### src/rtl/uart_pkg.sv
// Shared types and constants for the buffered UART.
package uart_pkg;

    // Dividers below this value leave too few cycles per bit for mid-bit sampling
    localparam int MIN_DIV = 3;
    // Number of idle bit periods inserted after a divider change
    localparam int GUARD_BITS = 15;

    // Status register bit positions
    localparam int STAT_RX_AVAIL   = 0;
    localparam int STAT_TX_FULL    = 1;
    localparam int STAT_TX_IDLE    = 2;
    localparam int STAT_OVERRUN    = 3;
    localparam int STAT_FRAME_ERR  = 4;
    localparam int STAT_PARITY_ERR = 5;

    typedef enum logic [1:0] {
        PAR_NONE = 2'b00,
        PAR_EVEN = 2'b10,
        PAR_ODD  = 2'b11
    } parity_e;

    typedef enum logic [2:0] {
        TX_IDLE, TX_START, TX_DATA, TX_PARITY, TX_STOP, TX_GUARD
    } tx_state_e;

    typedef enum logic [2:0] {
        RX_IDLE, RX_START, RX_DATA, RX_PARITY, RX_STOP
    } rx_state_e;

    function automatic logic [31:0] eff_div(input logic [31:0] div);
        return (div < 32'(MIN_DIV)) ? 32'(MIN_DIV) : div;
    endfunction

    // Both 00 and 01 mean "no parity"
    function automatic parity_e decode_parity(input logic [1:0] p);
        return p[1] ? (p[0] ? PAR_ODD : PAR_EVEN) : PAR_NONE;
    endfunction

endpackage

### src/rtl/uart_buffered_if.sv
// Peripheral-bus register interface of the buffered UART.
interface uart_buffered_if;
    logic [3:0]  reg_div_we;
    logic [31:0] reg_div_di;
    logic [31:0] reg_div_do;
    logic        reg_cfg_we;
    logic [5:0]  reg_cfg_di;
    logic [5:0]  reg_cfg_do;
    logic        reg_dat_we;
    logic [31:0] reg_dat_di;
    logic        reg_dat_re;
    logic [31:0] reg_dat_do;
    logic        reg_dat_wait;
    logic        reg_stat_re;
    logic [7:0]  reg_stat_do;

    modport master (
        output reg_div_we, reg_div_di, reg_cfg_we, reg_cfg_di,
               reg_dat_we, reg_dat_di, reg_dat_re, reg_stat_re,
        input  reg_div_do, reg_cfg_do, reg_dat_do, reg_dat_wait, reg_stat_do
    );

    modport slave (
        input  reg_div_we, reg_div_di, reg_cfg_we, reg_cfg_di,
               reg_dat_we, reg_dat_di, reg_dat_re, reg_stat_re,
        output reg_div_do, reg_cfg_do, reg_dat_do, reg_dat_wait, reg_stat_do
    );
endinterface

### src/rtl/uart_sync_fifo.sv
// Single-clock FIFO with head-of-queue data visible combinationally.
module uart_sync_fifo #(
    parameter int WIDTH = 8,
    parameter int DEPTH = 8
) (
    input  logic             clk,
    input  logic             rst,
    input  logic             push,
    input  logic [WIDTH-1:0] push_data,
    input  logic             pop,
    output logic [WIDTH-1:0] head,
    output logic             full,
    output logic             empty
);
    localparam int AW = (DEPTH > 1) ? $clog2(DEPTH) : 1;
    localparam logic [AW:0] FULL_COUNT = DEPTH[AW:0];

    logic [WIDTH-1:0] mem [DEPTH];
    logic [AW-1:0]    wr_ptr;
    logic [AW-1:0]    rd_ptr;
    logic [AW:0]      count;
    logic             do_push;
    logic             do_pop;

    // A pop in the same cycle frees the slot a push into a full FIFO needs
    assign do_pop  = pop && !empty;
    assign do_push = push && (!full || do_pop);
    assign full    = (count == FULL_COUNT);
    assign empty   = (count == '0);
    assign head    = mem[rd_ptr];

    // Storage array, written only on an accepted push
    always_ff @(posedge clk) begin
        if (do_push) mem[wr_ptr] <= push_data;
    end

    // Pointer and occupancy bookkeeping; power-of-two depth lets pointers wrap naturally
    always_ff @(posedge clk or posedge rst) begin
        if (rst) begin
            wr_ptr <= '0;
            rd_ptr <= '0;
            count  <= '0;
        end else begin
            if (do_push) wr_ptr <= wr_ptr + 1'b1;
            if (do_pop)  rd_ptr <= rd_ptr + 1'b1;
            if (do_push && !do_pop)      count <= count + 1'b1;
            else if (do_pop && !do_push) count <= count - 1'b1;
        end
    end
endmodule

### src/rtl/uart_buffered.sv
// Buffered UART: TX/RX FIFOs, configurable framing, sticky error flags and interrupt.
module uart_buffered
    import uart_pkg::*;
#(
    parameter int DEFAULT_DIV = 608,
    parameter int DATA_BITS   = 8,
    parameter int FIFO_DEPTH  = 8
) (
    input  logic            clk,
    input  logic            rst,
    uart_buffered_if.slave  bus,
    output logic            ser_tx,
    input  logic            ser_rx,
    output logic            irq
);
    logic [31:0]          div_reg;
    logic [5:0]           cfg_reg;
    parity_e              cfg_parity;
    logic                 div_write;
    logic                 tx_full, tx_empty, tx_pop, tx_idle;
    logic [DATA_BITS-1:0] tx_head;
    logic                 rx_full, rx_empty;
    logic [DATA_BITS-1:0] rx_head;
    tx_state_e            tx_state;
    logic [31:0]          tx_cnt, tx_div;
    logic [3:0]           tx_bit;
    logic [DATA_BITS-1:0] tx_shift;
    logic                 tx_par_bit, tx_par_en, tx_stop2, guard_req;
    logic                 rx_s1, rx_s2, rx_armed;
    rx_state_e            rx_state;
    logic [31:0]          rx_cnt, rx_div, rx_half;
    logic [3:0]           rx_bit;
    logic [DATA_BITS-1:0] rx_shift, rx_push_data;
    parity_e              rx_parity;
    logic                 rx_push, frame_set, parity_set, overrun_set;
    logic                 overrun, frame_err, parity_err;
    logic [7:0]           stat;
    logic                 unused_dat_bits;

    assign cfg_parity      = decode_parity(cfg_reg[1:0]);
    assign div_write       = |bus.reg_div_we;
    assign unused_dat_bits = &{1'b0, bus.reg_dat_di[31:DATA_BITS]};

    // Divider (byte-writable) and configuration registers
    always_ff @(posedge clk or posedge rst) begin
        if (rst) begin
            div_reg <= 32'(DEFAULT_DIV);
            cfg_reg <= '0;
        end else begin
            for (int i = 0; i < 4; i++)
                if (bus.reg_div_we[i]) div_reg[8*i +: 8] <= bus.reg_div_di[8*i +: 8];
            if (bus.reg_cfg_we) cfg_reg <= bus.reg_cfg_di;
        end
    end

    uart_sync_fifo #(.WIDTH(DATA_BITS), .DEPTH(FIFO_DEPTH)) u_tx_fifo (
        .clk(clk), .rst(rst),
        .push(bus.reg_dat_we && !tx_full), .push_data(bus.reg_dat_di[DATA_BITS-1:0]),
        .pop(tx_pop), .head(tx_head), .full(tx_full), .empty(tx_empty)
    );

    uart_sync_fifo #(.WIDTH(DATA_BITS), .DEPTH(FIFO_DEPTH)) u_rx_fifo (
        .clk(clk), .rst(rst),
        .push(rx_push), .push_data(rx_push_data),
        .pop(bus.reg_dat_re), .head(rx_head), .full(rx_full), .empty(rx_empty)
    );

    assign tx_pop  = (tx_state == TX_IDLE) && !tx_empty && !guard_req;
    assign tx_idle = tx_empty && (tx_state == TX_IDLE) && !guard_req;

    // TX framer; divider and framing are latched when a frame (or guard gap) begins
    always_ff @(posedge clk or posedge rst) begin
        if (rst) begin
            tx_state   <= TX_IDLE;
            ser_tx     <= 1'b1;
            tx_cnt     <= '0;
            tx_div     <= '0;
            tx_bit     <= '0;
            tx_shift   <= '0;
            tx_par_bit <= 1'b0;
            tx_par_en  <= 1'b0;
            tx_stop2   <= 1'b0;
            guard_req  <= 1'b0;
        end else begin
            if (div_write) guard_req <= 1'b1;
            if (tx_state == TX_IDLE) begin
                tx_cnt <= '0;
                tx_bit <= '0;
                if (guard_req) begin
                    tx_state  <= TX_GUARD;
                    tx_div    <= eff_div(div_reg);
                    guard_req <= div_write;
                end else if (!tx_empty) begin
                    tx_state   <= TX_START;
                    ser_tx     <= 1'b0;
                    tx_shift   <= tx_head;
                    tx_div     <= eff_div(div_reg);
                    tx_par_en  <= (cfg_parity != PAR_NONE);
                    tx_par_bit <= (^tx_head) ^ (cfg_parity == PAR_ODD);
                    tx_stop2   <= cfg_reg[2];
                end
            end else if (tx_cnt != tx_div) begin
                tx_cnt <= tx_cnt + 32'd1;
            end else begin
                tx_cnt <= '0;
                case (tx_state)
                    TX_START: begin
                        tx_state <= TX_DATA;
                        ser_tx   <= tx_shift[0];
                    end
                    TX_DATA: begin
                        if (tx_bit == 4'(DATA_BITS - 1)) begin
                            tx_bit   <= '0;
                            tx_state <= tx_par_en ? TX_PARITY : TX_STOP;
                            ser_tx   <= tx_par_en ? tx_par_bit : 1'b1;
                        end else begin
                            tx_bit   <= tx_bit + 4'd1;
                            ser_tx   <= tx_shift[1];
                            tx_shift <= tx_shift >> 1;
                        end
                    end
                    TX_PARITY: begin
                        tx_state <= TX_STOP;
                        ser_tx   <= 1'b1;
                    end
                    TX_STOP: begin
                        if (tx_stop2 && tx_bit == 4'd0) tx_bit   <= 4'd1;
                        else                            tx_state <= TX_IDLE;
                    end
                    TX_GUARD: begin
                        if (tx_bit == 4'(GUARD_BITS - 1)) tx_state <= TX_IDLE;
                        else                              tx_bit   <= tx_bit + 4'd1;
                    end
                    default: tx_state <= TX_IDLE;
                endcase
            end
        end
    end

    // Two-flop synchroniser for the asynchronous serial input, idling high
    always_ff @(posedge clk or posedge rst) begin
        if (rst) begin
            rx_s1 <= 1'b1;
            rx_s2 <= 1'b1;
        end else begin
            rx_s1 <= ser_rx;
            rx_s2 <= rx_s1;
        end
    end

    assign rx_half = (rx_div >> 1) + {31'd0, rx_div[0]};

    // RX deframer; after a frame the line must go high again before a new start is accepted
    always_ff @(posedge clk or posedge rst) begin
        if (rst) begin
            rx_state     <= RX_IDLE;
            rx_cnt       <= '0;
            rx_div       <= '0;
            rx_bit       <= '0;
            rx_shift     <= '0;
            rx_parity    <= PAR_NONE;
            rx_armed     <= 1'b0;
            rx_push      <= 1'b0;
            rx_push_data <= '0;
            frame_set    <= 1'b0;
            parity_set   <= 1'b0;
        end else begin
            rx_push    <= 1'b0;
            frame_set  <= 1'b0;
            parity_set <= 1'b0;
            case (rx_state)
                RX_IDLE: begin
                    rx_cnt <= '0;
                    rx_bit <= '0;
                    if (rx_s2) begin
                        rx_armed <= 1'b1;
                    end else if (rx_armed) begin
                        rx_state  <= RX_START;
                        rx_div    <= eff_div(div_reg);
                        rx_parity <= cfg_parity;
                    end
                end
                RX_START: begin
                    if (rx_cnt == rx_half - 32'd1) begin
                        rx_cnt   <= '0;
                        rx_state <= rx_s2 ? RX_IDLE : RX_DATA;
                    end else begin
                        rx_cnt <= rx_cnt + 32'd1;
                    end
                end
                default: begin
                    if (rx_cnt != rx_div) begin
                        rx_cnt <= rx_cnt + 32'd1;
                    end else begin
                        rx_cnt <= '0;
                        if (rx_state == RX_DATA) begin
                            rx_shift <= {rx_s2, rx_shift[DATA_BITS-1:1]};
                            rx_bit   <= rx_bit + 4'd1;
                            if (rx_bit == 4'(DATA_BITS - 1))
                                rx_state <= (rx_parity == PAR_NONE) ? RX_STOP : RX_PARITY;
                        end else if (rx_state == RX_PARITY) begin
                            parity_set <= ((^rx_shift) ^ (rx_parity == PAR_ODD)) != rx_s2;
                            rx_state   <= RX_STOP;
                        end else begin
                            rx_push      <= 1'b1;
                            rx_push_data <= rx_shift;
                            frame_set    <= !rx_s2;
                            rx_armed     <= 1'b0;
                            rx_state     <= RX_IDLE;
                        end
                    end
                end
            endcase
        end
    end

    assign overrun_set = rx_push && rx_full && !bus.reg_dat_re;

    // Sticky error flags; a new error in the same cycle as a status read is kept
    always_ff @(posedge clk or posedge rst) begin
        if (rst) begin
            overrun    <= 1'b0;
            frame_err  <= 1'b0;
            parity_err <= 1'b0;
        end else begin
            overrun    <= overrun_set | (overrun    & ~bus.reg_stat_re);
            frame_err  <= frame_set   | (frame_err  & ~bus.reg_stat_re);
            parity_err <= parity_set  | (parity_err & ~bus.reg_stat_re);
        end
    end

    // Status word assembly
    always_comb begin
        stat                  = '0;
        stat[STAT_RX_AVAIL]   = !rx_empty;
        stat[STAT_TX_FULL]    = tx_full;
        stat[STAT_TX_IDLE]    = tx_idle;
        stat[STAT_OVERRUN]    = overrun;
        stat[STAT_FRAME_ERR]  = frame_err;
        stat[STAT_PARITY_ERR] = parity_err;
    end

    // Registered interrupt request
    always_ff @(posedge clk or posedge rst) begin
        if (rst) irq <= 1'b0;
        else     irq <= (cfg_reg[3] & !rx_empty) | (cfg_reg[4] & tx_empty) |
                        (cfg_reg[5] & (overrun | frame_err | parity_err));
    end

    assign bus.reg_div_do   = div_reg;
    assign bus.reg_cfg_do   = cfg_reg;
    assign bus.reg_dat_do   = rx_empty ? 32'hFFFF_FFFF : {{(32-DATA_BITS){1'b0}}, rx_head};
    assign bus.reg_dat_wait = tx_full;
    assign bus.reg_stat_do  = stat;
endmodule

### src/flat_wrapper.sv
// flat-port wrapper written by rule: the top's interface ports become plain ports
module uart_buffered_flat import uart_pkg::*;
#(
    parameter int DEFAULT_DIV = 608,
    parameter int DATA_BITS   = 8,
    parameter int FIFO_DEPTH  = 8
)
  (clk, rst, ser_tx, ser_rx, irq, bus_reg_div_we, bus_reg_div_di, bus_reg_cfg_we, bus_reg_cfg_di, bus_reg_dat_we, bus_reg_dat_di, bus_reg_dat_re, bus_reg_stat_re, bus_reg_div_do, bus_reg_cfg_do, bus_reg_dat_do, bus_reg_dat_wait, bus_reg_stat_do);
  uart_buffered_if bus_i ();
  input  logic clk;
  input  logic rst;
  output logic ser_tx;
  input  logic ser_rx;
  output logic irq;
  input wire logic [$bits(bus_i.reg_div_we)-1:0] bus_reg_div_we;
  input wire logic [$bits(bus_i.reg_div_di)-1:0] bus_reg_div_di;
  input wire logic [$bits(bus_i.reg_cfg_we)-1:0] bus_reg_cfg_we;
  input wire logic [$bits(bus_i.reg_cfg_di)-1:0] bus_reg_cfg_di;
  input wire logic [$bits(bus_i.reg_dat_we)-1:0] bus_reg_dat_we;
  input wire logic [$bits(bus_i.reg_dat_di)-1:0] bus_reg_dat_di;
  input wire logic [$bits(bus_i.reg_dat_re)-1:0] bus_reg_dat_re;
  input wire logic [$bits(bus_i.reg_stat_re)-1:0] bus_reg_stat_re;
  output wire logic [$bits(bus_i.reg_div_do)-1:0] bus_reg_div_do;
  output wire logic [$bits(bus_i.reg_cfg_do)-1:0] bus_reg_cfg_do;
  output wire logic [$bits(bus_i.reg_dat_do)-1:0] bus_reg_dat_do;
  output wire logic [$bits(bus_i.reg_dat_wait)-1:0] bus_reg_dat_wait;
  output wire logic [$bits(bus_i.reg_stat_do)-1:0] bus_reg_stat_do;
  assign bus_i.reg_div_we = bus_reg_div_we;
  assign bus_i.reg_div_di = bus_reg_div_di;
  assign bus_i.reg_cfg_we = bus_reg_cfg_we;
  assign bus_i.reg_cfg_di = bus_reg_cfg_di;
  assign bus_i.reg_dat_we = bus_reg_dat_we;
  assign bus_i.reg_dat_di = bus_reg_dat_di;
  assign bus_i.reg_dat_re = bus_reg_dat_re;
  assign bus_i.reg_stat_re = bus_reg_stat_re;
  assign bus_reg_div_do = bus_i.reg_div_do;
  assign bus_reg_cfg_do = bus_i.reg_cfg_do;
  assign bus_reg_dat_do = bus_i.reg_dat_do;
  assign bus_reg_dat_wait = bus_i.reg_dat_wait;
  assign bus_reg_stat_do = bus_i.reg_stat_do;
  uart_buffered #(.DEFAULT_DIV(DEFAULT_DIV), .DATA_BITS(DATA_BITS), .FIFO_DEPTH(FIFO_DEPTH)) u_core (.clk(clk), .rst(rst), .bus(bus_i), .ser_tx(ser_tx), .ser_rx(ser_rx), .irq(irq));
endmodule
### config.mk
export PLATFORM = sky130hd
export DESIGN_NAME = uart_buffered_flat
export DESIGN_NICKNAME = d
export VERILOG_FILES = /design/src/rtl/uart_pkg.sv /design/src/rtl/uart_buffered_if.sv /design/src/rtl/uart_sync_fifo.sv /design/src/rtl/uart_buffered.sv /design/src/flat_wrapper.sv
export SDC_FILE = /design/constraint.sdc
export NUM_CORES = 1
export LEC_CHECK = 0
export BUFFER_PORTS_ARGS = -buffer_cell sky130_fd_sc_hd__buf_2
export CAP_MARGIN = 40
export CORE_MARGIN = 2
export CORE_UTILIZATION = 51
export DETAILED_ROUTE_END_ITERATION = 6
export GPL_TIMING_DRIVEN = 0
export HOLD_SLACK_MARGIN = 0.08
export PLACE_DENSITY = 0.78
export SYNTH_ARGS = -nofsm -noshare
export SYNTH_HDL_FRONTEND = slang
export SYNTH_SLANG_ARGS = --single-unit
### constraint.sdc
create_clock -name clk -period 19.4 [get_ports clk]
set_input_delay 3.88 -clock clk [delete_from_list [all_inputs] [get_ports clk]]
set_output_delay 3.88 -clock clk [all_outputs]
set_load 0.02 [all_outputs]
==> summary by stage, run 1 <==
Run status
The flow ran to the end, and the final reports show no timing, DRC or antenna violations.

Route
The first TritonRoute pass finished after 5 iterations. After the first detailed-routing iteration, the DRC count stood at approximately 740. The routed layout has 12,100 vias.

After detailed routing, the number of vias per cell comes to around 5.6. After detailed routing, the number of remaining DRC violations is 0. Once detail routing completed, the nets flagged for antenna violations numbered 0. The overall routed net length is between 30 and 40 mm. The average wire per standard cell is ~18 µm.

Floorplanning
The area enclosed by the die boundary is around 0.038 mm². The die extent in x is ~190 µm. The overall die height is around 190 µm.

The initial utilization of the core area, before any placement, comes to 51.73%. The number of top-level design ports is ~160. Row generation in the floorplan step produced slightly below 70 rows. The placeable core region is ~0.036 mm².

Logic synthesis
The distinct cell type count of the synthesized netlist is roughly 90. The count of warnings emitted by yosys is 0. The primary flip-flop cell chosen by synthesis mapping is dfrtp_1. The area of the mapped netlist is roughly 0.018 mm². Synthesis handed over a netlist of 1,478 instances. In the synthesized netlist the async set-or-reset flop fraction comes to between 60% and 70%.

After synthesis the netlist holds a flip-flop and latch count of between 300 and 400. The synthesized design contains ~130 enable-type register cells. The share of the Yosys chip area taken by registers is ~54%. Averaged over all synthesized cells, the footprint is 12.45 µm².

Timing
After routing, the total negative slack on setup checks comes to 0 ns. The clock skew is 0.02733 ns. At the pin with the least slew margin, the transition time is 0.9498 ns.

In this run the tightest slew margin relative to its limit is 36.10%. The highest clock rate is approximately 140 MHz. The final number of hold-violating endpoints was 0. The max-slew violation count is 0. Setup repair after global routing left no endpoint under its margin.

The share of the clock period used by the worst path after layout is a little over a third. The shortest period the worst path allows is between 6 and 7 ns. Setup violations remaining at the end of the flow were counted as 0.

Hold path
The min-delay analysis places its worst path in the category register to register.

Final layout
The number of antenna repair diodes is 0. After routing the design area is between 0.02 and 0.025 mm². From synthesis to final layout, the design area changed by 13.89%. Cells with a size suffix above 1 make up between 20 and 30% of the layout. The final standard cell utilization of the core is between 50% and 60%. In the final design database the tool counted about 1,800 nets. The number of non-filler instances in the completed layout is 2,149.

Critical path
The largest delay contributor family on the critical path is buffers and inverters. The peak per-stage delay on the critical path is 0.70 ns. Counting buffers and inverters, the worst setup path is 6 cells deep. The worst register-to-register path has a setup slack of approximately 16 ns. Walking the worst path, the cells encountered are clkbuf_1, buf_1, mux4_2, mux2i_1, nand2_1, buf_2. STA classifies the critical path endpoint as an output port. STA classifies the critical path startpoint as a register. The highest-delay cell along the critical path is buf_1.

The launching point of the worst reg2reg path is u_core.tx_state[0]. The most critical setup path has its startpoint at u_core.u_rx_fifo.rd_ptr[0]. The worst endpoint required time is around 16 ns. The endpoint identified for the worst register-to-register timing path is u_core.u_tx_fifo.count[3]. The critical path contains buffers and inverters numbering 3 combined. The largest fanout of any net on the critical path is 10.

The worst setup path endpoint is bus_reg_dat_do[1]. Counting cells, the worst reg-to-reg path comes to 12. The path type of the worst setup path is register to output port. At the worst endpoint, the arrival time is around 3.1 ns.

Global route
The met1 usage is 28.14%. The first-pass GRT wire length is roughly 64 mm. The number of antenna violations at the first check in global routing came to 0. The maximum number of pins on one net before global-route repair is between 100 and 150. The met3 routing resource usage after global routing is between 2 and 3%. met2 is the most crowded layer.

In the global route stage, met2 resource usage came out at between 30% and 40%. The number of global-route vias before repair is roughly 12,000. For this run the aggregate overflow at the end of global routing stands at 0. The overall track demand over capacity in global routing is roughly a fifth.

CTS
The tree is rooted in a clkbuf_16. The number of clock sinks seen by CTS is around 370. At the later pin of the worst-skew pair, clock insertion delay measures 0.55 ns. Post-CTS repair changed the size of 0 cells. The level count of the clock H-tree is 2. Buffers added to address setup during post-CTS repair amount to 0.

The clock-pin slew reported for the worst setup and hold paths after clock tree synthesis is 0.06 ns. The hold buffer count at cts is 0. The clock passes through at most 3 buffers.

The number of clock buffers added by TritonCTS is 39. The CTS tree is built.

Place
Detailed placement finished with a half-perimeter wire length of 28.38 mm. The post-placement cell area is 0.01971 mm². At the end of routability-driven placement, the weighted congestion stood at 0.9186. The instance count after placement with tap cells included is ~2,100.

The count of input and output buffers is 130.

Power
The overall power is 0.002225 W. The power density of the placed cells is 106.2 mW/mm². Across the VDD grid, the largest voltage drop is 0.07203 mV.

The static leakage is between 8 and 9 nW.

Flow run
The max-cap violation count is 0.
[layer usage]
metal  wire (µm)  up-vias  share of wire [%]
li1            -     5641                  -
met1       17290     6087                 44
met2       19520      301                 49
met3        1678       71                4.2
met4        1021        0                2.6
met5           0        -                  0
[stage by stage]
stage	hold WS, ns	setup WS (ns)
after floorplan	0.3452	8.913
after global placement	0.3472	6.260
after detailed placement	0.3475	12.86
after CTS	0.3574	12.29
after global routing	0.3538	12.14
final	0.3530	12.45
[report_power, final]
| part | switching (W) | internal (W) |
|---|---|---|
| clock | 0.000307 | 0.000420 |
| sequential | 0.0000892 | 0.000893 |
| combinational | 0.000294 | 0.000222 |
| total | 0.000690 | 0.00153 |
[layout by cell type, fill, tap and decap left out, types with 6 or more instances in the layout]
master / Yosys / routed
dfrtp_1: 235 / 235
buf_2: 6 / 140
edfxtp_1: 128 / 128
mux2_2: 118 / 118
nand2_1: 110 / 110
xnor2_1: 105 / 105
nor2_1: 96 / 96
xor2_1: 86 / 86
clkbuf_1: 44 / 53
nand3_1: 43 / 43
clkbuf_16: 0 / 39
buf_4: 38 / 38
o21ai_0: 38 / 38
nor3_1: 37 / 37
nor4_1: 32 / 32
nand4_1: 32 / 32
mux4_2: 32 / 32
nor3_2: 31 / 31
inv_1: 30 / 29
a21oi_1: 25 / 25
mux2i_1: 18 / 18
ha_1: 18 / 18
and3_1: 12 / 12
nand2b_1: 10 / 10
or3_1: 9 / 9
clkbuf_8: 6 / 7
a211oi_1: 7 / 7
inv_6: 0 / 7
buf_6: 6 / 6
nand3b_1: 6 / 6
dfstp_2: 6 / 6
[kinds of logic after synthesis]
kind of cell	synth area share, %
buffers and inverters	5.100
xor gates and xnor gates	9.092
other	0.02038
AOI/OAI and AO/OA	3.890
DFF	53.71
muxes	12.12
and+or+nand+nor	14.63
adders and majority gates	1.442
[cell usage after synthesis, drive strengths merged, types with 30 or more instances]
cell / n / area [µm²]
dfrtp: 235 / 5881
edfxtp: 128 / 3844
mux2: 118 / 1329
nand2: 110 / 412.9
xnor2: 105 / 919.6
nor2: 97 / 366.6
xor2: 86 / 753.2
nor3: 68 / 495.5
buf: 56 / 454.2
clkbuf: 52 / 260.3
nand3: 43 / 215.2
o21ai: 39 / 195.2
nor4: 36 / 276.5
nand4: 33 / 221.5
mux4: 32 / 720.7
inv: 30 / 112.6
[cell type report]
cell class                 instances  area [µm²]
buffer                           114       822.0
clock buffer                      49        1023
clock inverter                    23       224.0
fill                            2808       14610
inverter                          31       123.9
multi-input combinational        965        7584
sequential                       369        9882
tap                              461       576.8
timing repair buffer             137       719.4
[sequential cells by signal, summed over array words and instances, names as in the netlist, 2 cells and up]
name and flops:
u_core.bus.reg_cfg_do 6, u_core.bus.reg_div_do 32, u_core.rx_bit 4, u_core.rx_cnt 32
u_core.rx_div 32, u_core.rx_parity 2, u_core.rx_push_data 8, u_core.rx_shift 8
u_core.rx_state 3, u_core.tx_bit 4, u_core.tx_cnt 32, u_core.tx_div 32
u_core.tx_shift 8, u_core.tx_state 3, u_core.u_rx_fifo.count 4, u_core.u_rx_fifo.mem 64
u_core.u_rx_fifo.rd_ptr 3, u_core.u_rx_fifo.wr_ptr 3, u_core.u_tx_fifo.count 4, u_core.u_tx_fifo.mem 64
u_core.u_tx_fifo.rd_ptr 3, u_core.u_tx_fifo.wr_ptr 3
[worst min-delay path by stage]
stage            startpoint      endpoint  slack, ns  depth (start not counted)
2_1_floorplan  u_core.rx_s1  u_core.rx_s2       0.35                          0
3_3_place_gp   u_core.rx_s1  u_core.rx_s2       0.35                          0
3_5_place_dp   u_core.rx_s1  u_core.rx_s2       0.35                          0
4_1_cts        u_core.rx_s1  u_core.rx_s2       0.36                          0
5_1_grt        u_core.rx_s1  u_core.rx_s2       0.35                          0
6_report       u_core.rx_s1  u_core.rx_s2       0.35                          0
[worst register-to-register path: stages, from the launching register on]
cell and delay [ns]:
dfrtp_1 0.35, clkbuf_1 0.19, or3_1 0.45, nor3_1 0.67
clkinv_1 0.47, ha_1 0.34, inv_1 0.11, ha_1 0.24
a21o_1 0.17, a21oi_1 0.17, xnor2_1 0.14, nor2_1 0.06
xor2_1 0.14
Power figures use the tool's default switching activity.
==> inputs of run 2 (changes only) <==
==> constraint.sdc (replaced) <==
create_clock -name clk -period 7.1 [get_ports clk]
set_input_delay 1.42 -clock clk [delete_from_list [all_inputs] [get_ports clk]]
set_output_delay 1.42 -clock clk [all_outputs]
set_load 0.02 [all_outputs]
==> summary by stage, run 2 (synthesis gave the netlist of run 1 again) <==
Global route
The total congestion overflow after global routing came to 0 (unchanged). The number of antenna violations at the first check in global routing is 0 (unchanged). The overall track demand over capacity in global routing was 21.42% (+0.41 points).

The maximum number of pins on one net before global-route repair is 40 (-68%). The number of global-route vias before repair came to 12,350 (+0.88%). The first-pass GRT wire length was 65.37 mm (+1.8%).

Timing
The number of setup violations in the final report is 0 (unchanged). Of the available clock period, the critical path in the final layout requires approximately 63%. Static timing analysis puts the maximum clock frequency at about 220 MHz. The max-slew violation count is 0 (unchanged). The worst-case headroom to the max-slew limit is 40.55% (+4.5 points). Setup repair after global routing left no endpoint under its margin. The clock skew was 0.01229 ns (-0.01503 ns). The smallest setup slack after layout is 2.630 ns (-9.822 ns). The final number of hold-violating endpoints is 0 (unchanged). The post-route setup TNS is 0 ns (unchanged). The pin slew with the least headroom to its limit was 0.8835 ns (-0.06626 ns). The clock period could shrink to 4.470 ns.

Floorplanning
The number of top-level design ports is 162 (unchanged). The overall die height is 193.9 µm (unchanged). The die extent in x is 193.9 µm (unchanged). The row count was 69 (unchanged).

The area enclosed by the die boundary is 0.03761 mm² (unchanged). The starting density of the core is 51.73% (unchanged). The placeable core region is 0.03557 mm² (unchanged).

Route
The overall routed net length is 39.86 mm (+0.88%). The detailed-routing iteration count for the pre-antenna-repair pass is 5 (unchanged). The DRC violation total after the first TritonRoute iteration is 905 (+22%). The via count came to 12,130 (+0.25%). The number of nets still failing antenna checks after routing is 0 (unchanged). The post-detailed-route DRC marker count is 0 (unchanged). The via density per instance is 5.626 (about the same). The average wire per standard cell was 18.49 µm (+0.56%).

Place
The worst setup slack after placement came to 3.069 ns (-9.788 ns). The post-DP HPWL is 29.28 mm (+3.2%). The post-placement cell area is 0.01986 mm² (+0.78%). The final weighted congestion in routability-driven placement came to 0.9089 (-1.1%). The instance count after placement with tap cells included was 2,088 (+0.53%). The count of input and output buffers came to 130 (unchanged).

CTS
The number of clock buffers inserted by TritonCTS is 38 (-2.6%). The number of clock sinks seen by CTS came to 369 (unchanged). The maximum count of clock buffers along a single path was 3 (unchanged).

The quantity of gates resized following cts is 0 (unchanged). TritonCTS built the clock tree. The clock latency on the worst-skew pair is 0.54 ns (about the same). The hold buffer count at cts is 0 (unchanged). The buffers inserted during post-CTS setup optimization is 0 (unchanged).

The clock-pin slew reported for the worst setup and hold paths after clock tree synthesis was 0.06 ns (about the same). The cell sitting at the root of the clock tree is a clkbuf_16. The level count of the clock H-tree is 2 (unchanged).

Power
The power density of the placed cells came to 289.5 mW/mm² (+170%). The highest ir drop seen on vdd came to 0.2724 mV (+280%). The overall power is 0.006115 W (+170%). The static leakage is 8.829 nW (+1.0%).

Critical path
The worst endpoint required time is 5.68 ns (-9.84 ns). The type of element capturing the critical path is an output port. The largest fanout of any net on the critical path is 10 (unchanged).

The setup path with the least slack is of type register to output port. STA classifies the critical path startpoint as a register. The worst endpoint data arrival time was 3.05 ns (-0.02 ns).

Final layout
The number of non-filler instances in the completed layout is 2,156 (+0.33%). The top cell types in the final layout, fill and taps aside, are 235 x dfrtp_1, 140 x buf_2, 128 x edfxtp_1. The number of antenna repair diodes is 0 (unchanged). The final net count was 1,769 (+0.63%). Compared with the post-synthesis result, the final layout area differs by 14.80%. The most common cell after layout, fill and taps aside is dfrtp_1. The filler cell count in the final layout is 2,825 (+0.61%). The fraction of layout cells with a size suffix above 1 is 28.91% (+0.77 points). The largest registers in the layout are u_core.u_rx_fifo.mem (64), u_core.u_tx_fifo.mem (64). The final design instance area without fill is 0.02112 mm² (+0.81%).

Flow run
The max-cap violation count was 0 (unchanged).

Hold path
The worst min-delay path class is register to register.

Run status
The run finished with clean final reports.
==> run 2: cell count changes in the layout (fill, tap and decap cells not counted), moves of 3 or more <==
cell,previous run,this run
buf_12,3,9
buf_4,38,44
clkbuf_1,53,48
clkbuf_8,7,10
clkinv_1,5,2
clkinv_2,4,8
clkinvlp_4,2,6
inv_6,7,1
==> run 2: metrics by stage <==
step                utilization [%]  hold slack (ns)
finish                        59.39           0.3569
global route                  59.39           0.3648
CTS                           59.37           0.3592
detailed placement            55.84           0.3472
global placement              55.20           0.3470
floorplan                         -           0.3452
==> run 2: per-layer routing <==
metal / track usage, % / wire length, µm / up-vias
li1: - / - / 5665
met1: 28.48 / 17080 / 6028
met2: 35.52 / 19310 / 341
met3: 3.653 / 2159 / 96
met4: 7.997 / 1304 / 0
met5: 0 / 0 / -
==> run 2: worst max-delay path, cell delays in order, from the launching register on <==
cell      delay, ns
dfrtp_1        0.35
clkbuf_1       0.50
buf_1          0.66
mux4_2         0.61
mux2i_1        0.16
nand2_1        0.07
buf_2          0.17
==> run 2: cell type report <==
cell class / instances / area, µm² / area share [%]
inverters: 31 / 120.1 / 0.5686
clock inverters: 20 / 209.0 / 0.9892
clock buffers: 47 / 1046 / 4.952
flip-flops and latches: 369 / 9882 / 46.78
well taps: 461 / 576.8 / 2.731
multi-input cells: 965 / 7584 / 35.90
repair buffers: 149 / 884.6 / 4.188
plain buffers: 114 / 822.0 / 3.891
==> run 2: final timing paths <==
kind / start / end / slack [ns] / depth (start not counted)
min in group asynchronous: rst / u_core.tx_div[16] / 0.97 / 2
worst max register to register: u_core.tx_state[0] / u_core.u_tx_fifo.count[3] / 3.42 / 12
worst min-delay path: u_core.rx_s1 / u_core.rx_s2 / 0.36 / 0
max in group asynchronous: rst / u_core.rx_s2 / 4.76 / 6
worst min register to register: u_core.rx_s1 / u_core.rx_s2 / 0.36 / 0
worst max-delay path: u_core.u_rx_fifo.rd_ptr[0] / bus_reg_dat_do[7] / 2.63 / 6
==> run 2: where the power goes <==
group | total [W] | internal (W) | leakage, nW | switching [W]
clock network | 0.00200 | 0.00116 | 0.609 | 0.000832
logic | 0.00144 | 0.000622 | 3.82 | 0.000814
registers | 0.00268 | 0.00244 | 4.40 | 0.000244
